`src/rtl/apb5_req_arbiter.sv`:
```
// Two-requester round-robin arbiter driving one APB5 manager port.
// Ports: PCLK/PRESET (async, active-high); req_* command channel per
// requester (slice i = requester i) with combinational one-hot req_ready;
// rsp_* one-cycle response pulse with shared rdata/slverr; P* APB5
// manager signals. Optional PWAKEUP output when APB5_ARB_WAKEUP_EN is
// defined (default build: absent).
module apb5_req_arbiter #(
  parameter int ADDR_WIDTH = 32,
  parameter int DATA_WIDTH = 32
) (
  input  logic                      PCLK,
  input  logic                      PRESET,
  input  logic [1:0]                req_valid,
  output logic [1:0]                req_ready,
  input  logic [2*ADDR_WIDTH-1:0]   req_addr,
  input  logic [1:0]                req_write,
  input  logic [2*DATA_WIDTH-1:0]   req_wdata,
  input  logic [2*DATA_WIDTH/8-1:0] req_strb,
  input  logic [5:0]                req_prot,
  output logic [1:0]                rsp_valid,
  output logic [DATA_WIDTH-1:0]     rsp_rdata,
  output logic                      rsp_slverr,
  output logic                      PSEL,
  output logic                      PENABLE,
  output logic                      PWRITE,
  output logic [ADDR_WIDTH-1:0]     PADDR,
  output logic [DATA_WIDTH-1:0]     PWDATA,
  output logic [DATA_WIDTH/8-1:0]   PSTRB,
  output logic [2:0]                PPROT,
  input  logic [DATA_WIDTH-1:0]     PRDATA,
  input  logic                      PREADY,
  input  logic                      PSLVERR
`ifdef APB5_ARB_WAKEUP_EN
  ,
  output logic                      PWAKEUP
`endif
);

  localparam int AW = ADDR_WIDTH;
  localparam int DW = DATA_WIDTH;
  localparam int SW = DATA_WIDTH / 8;

  typedef enum logic [1:0] {
    IDLE,
    SETUP,
    ACCESS
  } state_t;

  state_t          state_q, state_d;
  logic            grant_q, grant_d;
  logic [AW-1:0]   paddr_q;
  logic            pwrite_q;
  logic [DW-1:0]   pwdata_q;
  logic [SW-1:0]   pstrb_q;
  logic [2:0]      pprot_q;
  logic [1:0]      rsp_valid_q;
  logic [DW-1:0]   rsp_rdata_q;
  logic            rsp_slverr_q;

  logic            done;
  logic            accept;
  logic            win;
  logic [1:0]      cand;
  logic [AW-1:0]   sel_addr;
  logic            sel_write;
  logic [DW-1:0]   sel_wdata;
  logic [SW-1:0]   sel_strb;
  logic [2:0]      sel_prot;

  always_comb begin
    done = (state_q == ACCESS) && PREADY;
    // The requester finishing this cycle may not re-win immediately.
    cand = req_valid;
    if (done) cand[grant_q] = 1'b0;
    // grant_q doubles as last_grant for round-robin.
    win = (cand == 2'b11) ? ~grant_q : cand[1];
    req_ready = 2'b00;
    if (!PRESET && (state_q == IDLE || done) && cand != 2'b00)
      req_ready[win] = 1'b1;
    accept = |req_ready;

    sel_addr  = win ? req_addr[2*AW-1:AW] : req_addr[AW-1:0];
    sel_write = win ? req_write[1] : req_write[0];
    sel_wdata = win ? req_wdata[2*DW-1:DW] : req_wdata[DW-1:0];
    sel_strb  = win ? req_strb[2*SW-1:SW] : req_strb[SW-1:0];
    sel_prot  = win ? req_prot[5:3] : req_prot[2:0];

    state_d = state_q;
    grant_d = accept ? win : grant_q;
    unique case (state_q)
      IDLE:    if (accept) state_d = SETUP;
      SETUP:   state_d = ACCESS;
      ACCESS:  if (PREADY) state_d = accept ? SETUP : IDLE;
      default: state_d = IDLE;
    endcase
  end

  always_ff @(posedge PCLK or posedge PRESET) begin
    if (PRESET) begin
      state_q      <= IDLE;
      grant_q      <= 1'b1;
      paddr_q      <= '0;
      pwrite_q     <= 1'b0;
      pwdata_q     <= '0;
      pstrb_q      <= '0;
      pprot_q      <= '0;
      rsp_valid_q  <= 2'b00;
      rsp_rdata_q  <= '0;
      rsp_slverr_q <= 1'b0;
    end else begin
      state_q <= state_d;
      grant_q <= grant_d;
      if (accept) begin
        paddr_q  <= sel_addr;
        pwrite_q <= sel_write;
        pwdata_q <= sel_wdata;
        pstrb_q  <= sel_write ? sel_strb : '0;
        pprot_q  <= sel_prot;
      end
      rsp_valid_q <= 2'b00;
      if (done) begin
        rsp_valid_q[grant_q] <= 1'b1;
        rsp_rdata_q  <= pwrite_q ? '0 : PRDATA;
        rsp_slverr_q <= PSLVERR;
      end
    end
  end

`ifdef APB5_ARB_WAKEUP_EN
  logic wake_q, wake_d;

  always_comb wake_d = (|req_valid) || (state_q != IDLE);

  always_ff @(posedge PCLK or posedge PRESET) begin
    if (PRESET) wake_q <= 1'b0;
    else        wake_q <= wake_d;
  end

  assign PWAKEUP = wake_q;
`endif

  assign PSEL       = (state_q != IDLE);
  assign PENABLE    = (state_q == ACCESS);
  assign PWRITE     = pwrite_q;
  assign PADDR      = paddr_q;
  assign PWDATA     = pwdata_q;
  assign PSTRB      = pstrb_q;
  assign PPROT      = pprot_q;
  assign rsp_valid  = rsp_valid_q;
  assign rsp_rdata  = rsp_rdata_q;
  assign rsp_slverr = rsp_slverr_q;

endmodule

```
`config.mk`:
```
export PLATFORM = sky130hd
export DESIGN_NAME = apb5_req_arbiter
export DESIGN_NICKNAME = d
export VERILOG_FILES = /design/src/rtl/apb5_req_arbiter.sv
export SDC_FILE = /design/constraint.sdc
export NUM_CORES = 1
export LEC_CHECK = 0
export CORE_MARGIN = 4
export CORE_UTILIZATION = 40
export CTS_BUF_LIST = sky130_fd_sc_hd__clkbuf_4 sky130_fd_sc_hd__clkbuf_8
export DETAILED_ROUTE_END_ITERATION = 10
export PLACE_DENSITY = 0.82
export SETUP_SLACK_MARGIN = 0.3
export SLEW_MARGIN = 10
export SYNTH_ARGS = -nofsm -noshare
export SYNTH_HDL_FRONTEND = slang
export SYNTH_SLANG_ARGS = --single-unit
```
`constraint.sdc`:
```
create_clock -name PCLK -period 4.2 [get_ports PCLK]
set_input_delay 0.63 -clock PCLK [delete_from_list [all_inputs] [get_ports PCLK]]
set_output_delay 0.63 -clock PCLK [all_outputs]
set_load 0.02 [all_outputs]
```
[Yosys cells after proc, flatten, opt, wreduce, memory -nomap -nowiden]
Cells that the tools add are included.
Word-level totals
  bits in registers: 110
  bits of input ports: 182
  output and inout port bits: 111
  logic and storage cells: 53
Cells by class
  magnitude comparators: 4
  equal/unequal tests: 5
  multiplexer cells: 19
  bitwise logic cells: 3
  reduce and logical (&&, ||, !) cells: 12
Operators by type and width (count)
  32-bit 2-to-1 mux: 3
  2-bit 2-to-1 mux: 5
  4-bit 2-to-1 mux: 2
  2-bit case mux with 3 select lines: 1
  1-bit logical AND: 5
  1-bit 2-to-1 mux: 5
  2-bit equality test, second input constant: 2
  1-bit by 2-bit < comparator with 1-bit output, second input constant: 2
  2-bit nonzero test: 2
  3-bit 2-to-1 mux: 1
  2-bit AND: 1
  1-bit demux with 1-bit select: 2
  2-bit by 1-bit equality test with 1-bit output, second input constant: 1
  1-bit greater-or-equal comparator, second input constant: 2
  2-bit logical NOT: 1
  2-bit by 1-bit inequality test with 1-bit output, second input constant: 1
  2-bit inequality test, second input constant: 1
  2-bit inverter: 1
  2-bit AND reduction: 1
  2-bit OR reduction: 1
  1-bit logical NOT: 1
  1-bit logical OR: 1
  1-bit inverter: 1

[Logic depth before layout (Yosys ltp)]
  depth after elaboration: 18
  gate-level depth with buffers: 6
  mapped depth without buffers: 4

[Worst setup path before layout]
OpenSTA, ideal clock, no wires.
  path type: input to output
  from: input PREADY
  to: output req_ready[1]
  arrival: 1.935 ns
  required time: 3.570 ns
  path slack: 1.635 ns
  stages on the path: 6
  buffers on the path: 2
  cells stage by stage: nand4bb_1 > a21oi_1 > a2111oi_4 > buf_6 > buf_8 > nor2b_1
On the way
  longest elaborated chain between the ends: 9
  elaborated cells on any way between the ends: 14
  those cells by class: 2 x order compare; 1 x eq/ne; 5 x mux; 6 x reduce/logical
Ends and longest elaborated chain
  start: declaration: line 31  | input logic PREADY,
  1-bit logical AND (*): line 71  | done = (state_q == ACCESS) && PREADY;
  2-bit 2-to-1 mux: line 74  | if (done) cand[grant_q] = 1'b0;
  2-bit equality test: line 76  | win = (cand == 2'b11) ? ~grant_q : cand[1];
  1-bit 2-to-1 mux: line 76
  1-bit by 2-bit < comparator with 1-bit output (implied by the code) / 1-bit greater-or-equal comparator (equally long branches): line 79  | req_ready[win] = 1'b1;
  1-bit logical AND (implied by the code): line 79
  1-bit 2-to-1 mux (implied by the code): line 79
  1-bit demux with 1-bit select: line 79
  2-bit 2-to-1 mux (*): line 78  | if (!PRESET && (state_q == IDLE || done) && cand != 2'b00)
  end: declaration: line 14  | output logic [1:0] req_ready,
Every way passes the cells marked *; elsewhere a longest branch is shown, timed or not.

[Worst setup path after layout]
Ends and elaborated chain as after synthesis.

==> impl_results.md <==
* Status: complete, no violations
* Nets at 871
* Worst Path Required at 3.57 ns
* H-tree levels at 3
* TritonCTS Sinks at 110
* Largest net degree at the start of global routing at 86
* Vias in the first global route at 4527
* Core area at 12820 µm²
* Post-CTS Hold Fix Bufs at 0
* Worst reg-to-reg setup slack at 1.83 ns
* Final setup TNS at 0 ns
* Starting Density at 41.65%
* Worst Setup Path Type: primary input to output port
* Setup WS pre-CTS at 0.7948 ns
* Mapped Nets at 588
* Setup bufs post-CTS at 0
* Die area at 15270 µm²
* Ant diodes at 0
* Netlist cell types at 27
* # IOs at 293
* Max Root-Sink Buffers at 2
* Combinational share of power at 51.3%
* Sw Ratio at 35.58%
* Skew final at 0.01594 ns
* Peak VDD IR at 360.3 µV
* Total Routing Usage GR at 19.87%
* Max Slew Vio Count at 0
* Synth top area share at 51.07%
* Post-cts sizing count at 0
* Area grow syn2layout at 60.76%
* HP Class: register to register
* Drt pass-1 iters at 6
* Clock Latency Late Sink at 0.38 ns
* Hold Crit Start: rsp_rdata[25]$_DFFE_PP0N_
* Crit Path Max Fanout at 6
* Async set or reset register ratio after synthesis at 100.0%
* Fraction of layout cells with a size suffix above 1 at 23.49%
* Worst flop-to-flop path endpoint: PADDR[31]$_DFFE_PP0P_
* Via Count at 4140
* Cell depth of the worst hold path at 2
* Vias per cell at 4.781
* Fin. Hold Viols at 0
* FF-to-FF path depth at 5
* Grt ovf at 0
* Leak at 3.559 nW
* RD Place Congestion at 0.7603
* Die X at 123.6 µm
* Placed inst area at 8364 µm²
* Fin crit period at 3.391 ns
* First-pass GRT wire length at 23.23 mm
* Most frequent cells after synthesis: dfrtp_1, mux2_2, o21ai_0
* Maximum clock rate at 0.2949 GHz
* Height of the die at 123.6 µm
* Total power at 5.080 mW
* YS warnings at 0
* Worst-Margin Slew at 1.054 ns
* Number of max-cap violations at 0
* PD cells at 591.6 nW/µm²
* # rows at 41
* CTS root buffer: clkbuf_8
* Post-DR wirelength/cell at 17.77 µm
* Cts bufs inserted at 9
* Max-slew headroom at 29.76%
* Post-Syn Instances at 406
* Routed WL at 15.39 mm
* Post-synth top flop: dfrtp_1
* Clock share of power at 13.8%
* DR DRC count at 0
* TritonCTS clock tree: done
* DP HPWL at 11.95 mm
* Most numerous cell in the Yosys netlist: dfrtp_1
* Initial drt markers at 158
* Register bit count reported by yosys at 110
* Clk pin slew, worst setup/hold paths at 0.10 ns
* Part of the power in registers at 34.9%
* Mean Syn Cell Area at 13.16 µm²
* Final cycle utilization of the critical path at 80.74%
* Final Util at 66.96%
* Top cells by area, synth: dfrtp_1, mux2_2, mux2_4
* Largest area contributor in the netlist: dfrtp_1
* RSZ-0062 raised after global routing: no
* Sequential-to-total area share from yosys stat at 51.56%
* Crit path launch type: primary input
* Initial antenna violation count at 0
* Routed Antenna Nets at 0
* Worst hold endpoint: rsp_rdata[25]$_DFFE_PP0N_
* # setup viols final at 0
* Post-synth EDFFs at 0
* Critical Path AT at 2.76 ns
* I/O Buffers at 292
* Net Sw Power at 1.808 mW
* Int Power at 3.273 mW
* Worst Slack Setup Final at 0.8087 ns
* Reg-to-Reg Start: grant_q$_DFFE_PP1P_
* Final Cell Area at 8587 µm²
* Crit. End Element: output port
* Synthesized area at 5341 µm²
==> area by class of cell <==
cell class | count | area (µm²)
Clock buffer | 9 | 123.9
Clock inverter | 7 | 98.84
Fill cell | 983 | 4238
Inverter | 9 | 36.28
Multi-Input combinational cell | 262 | 2386
Sequential cell | 110 | 2754
Tap cell | 172 | 215.2
Timing Repair Buffer | 297 | 2973
==> cell usage in the layout (no fill, tap or decap), types with 3 or more instances in the layout <==
cell             netlist  final
mux2i_1                5      5
buf_4                  3      4
o21ai_0               35     35
clkbuf_8               0      9
a32oi_1                4      4
and3_1                 4      4
nand2b_1              33     33
clkdlybuf4s50_1        0    292
inv_1                  9      8
clkinv_4               0      3
dfrtp_1              109    109
mux2_4                32     32
nand2_1               34     34
mux2_2               105    105
==> logic make-up (layout without fill, tap and decap cells) <==
| group | after synthesis | after routing | share of synthesized area (%) |
|---|---|---|---|
| multiplexers | 142 | 142 | 32.07 |
| flip-flops | 110 | 110 | 51.56 |
| AND/OR/NAND/NOR | 79 | 79 | 7.824 |
| AO/OA/AOI/OAI | 41 | 41 | 4.544 |
| buffers and inverters | 34 | 322 | 4.006 |
==> metrics by stage <==
stage / hold slack, ns / std cells
after floorplan: 0.4776 / 406
after global placement: 0.4631 / 850
after detailed placement: 0.4696 / 850
after CTS: 0.4934 / 866
after global routing: 0.5257 / 866
final: 0.4875 / 866
==> sequential cells by signal, indices dropped and copies added, names as in the netlist <==
| register | flops |
|---|---|
| PADDR | 32 |
| PPROT | 3 |
| PSTRB | 4 |
| PWDATA | 32 |
| PWRITE | 1 |
| grant_q | 1 |
| rsp_rdata | 32 |
| rsp_slverr | 1 |
| rsp_valid | 2 |
| state_q | 2 |
==> routing by layer <==
metal	wire length, µm	up-vias	global-route usage [%]
met5	0	-	0
met4	362	0	7.336
met3	1737	22	7.960
met2	7645	194	35.00
met1	5646	1947	21.46
li1	-	1977	-
==> worst max path at each step <==
stage,slack (ns),from,end,depth (start not counted)
after global placement,0.83,PREADY,req_ready[1],5
after global routing,0.69,PREADY,req_ready[0],6
after detailed placement,0.79,PREADY,req_ready[1],5
after CTS,0.77,PREADY,req_ready[1],5
final,0.81,PREADY,req_ready[1],5
after floorplan,0.67,PRESET,PADDR[0]$_DFFE_PP0P_,1
==> critical path, cell delays in order <==
cell and delay [ns]:
clkdlybuf4s50_1 0.57, o21ai_0 0.20, a2111oi_4 0.55, nor2b_1 0.19, clkdlybuf4s50_1 0.61
==> power by group through the flow <==
stage	sequential [mW]	combinational [mW]	clock, mW
finish	1.77	2.61	0.700
global route	1.84	2.77	0.760
CTS	1.78	2.65	0.727
detailed placement	1.80	2.63	0
global placement	1.77	2.60	0
floorplan	2.28	0.858	0
Note: power is estimated with default switching activity, not from simulation.
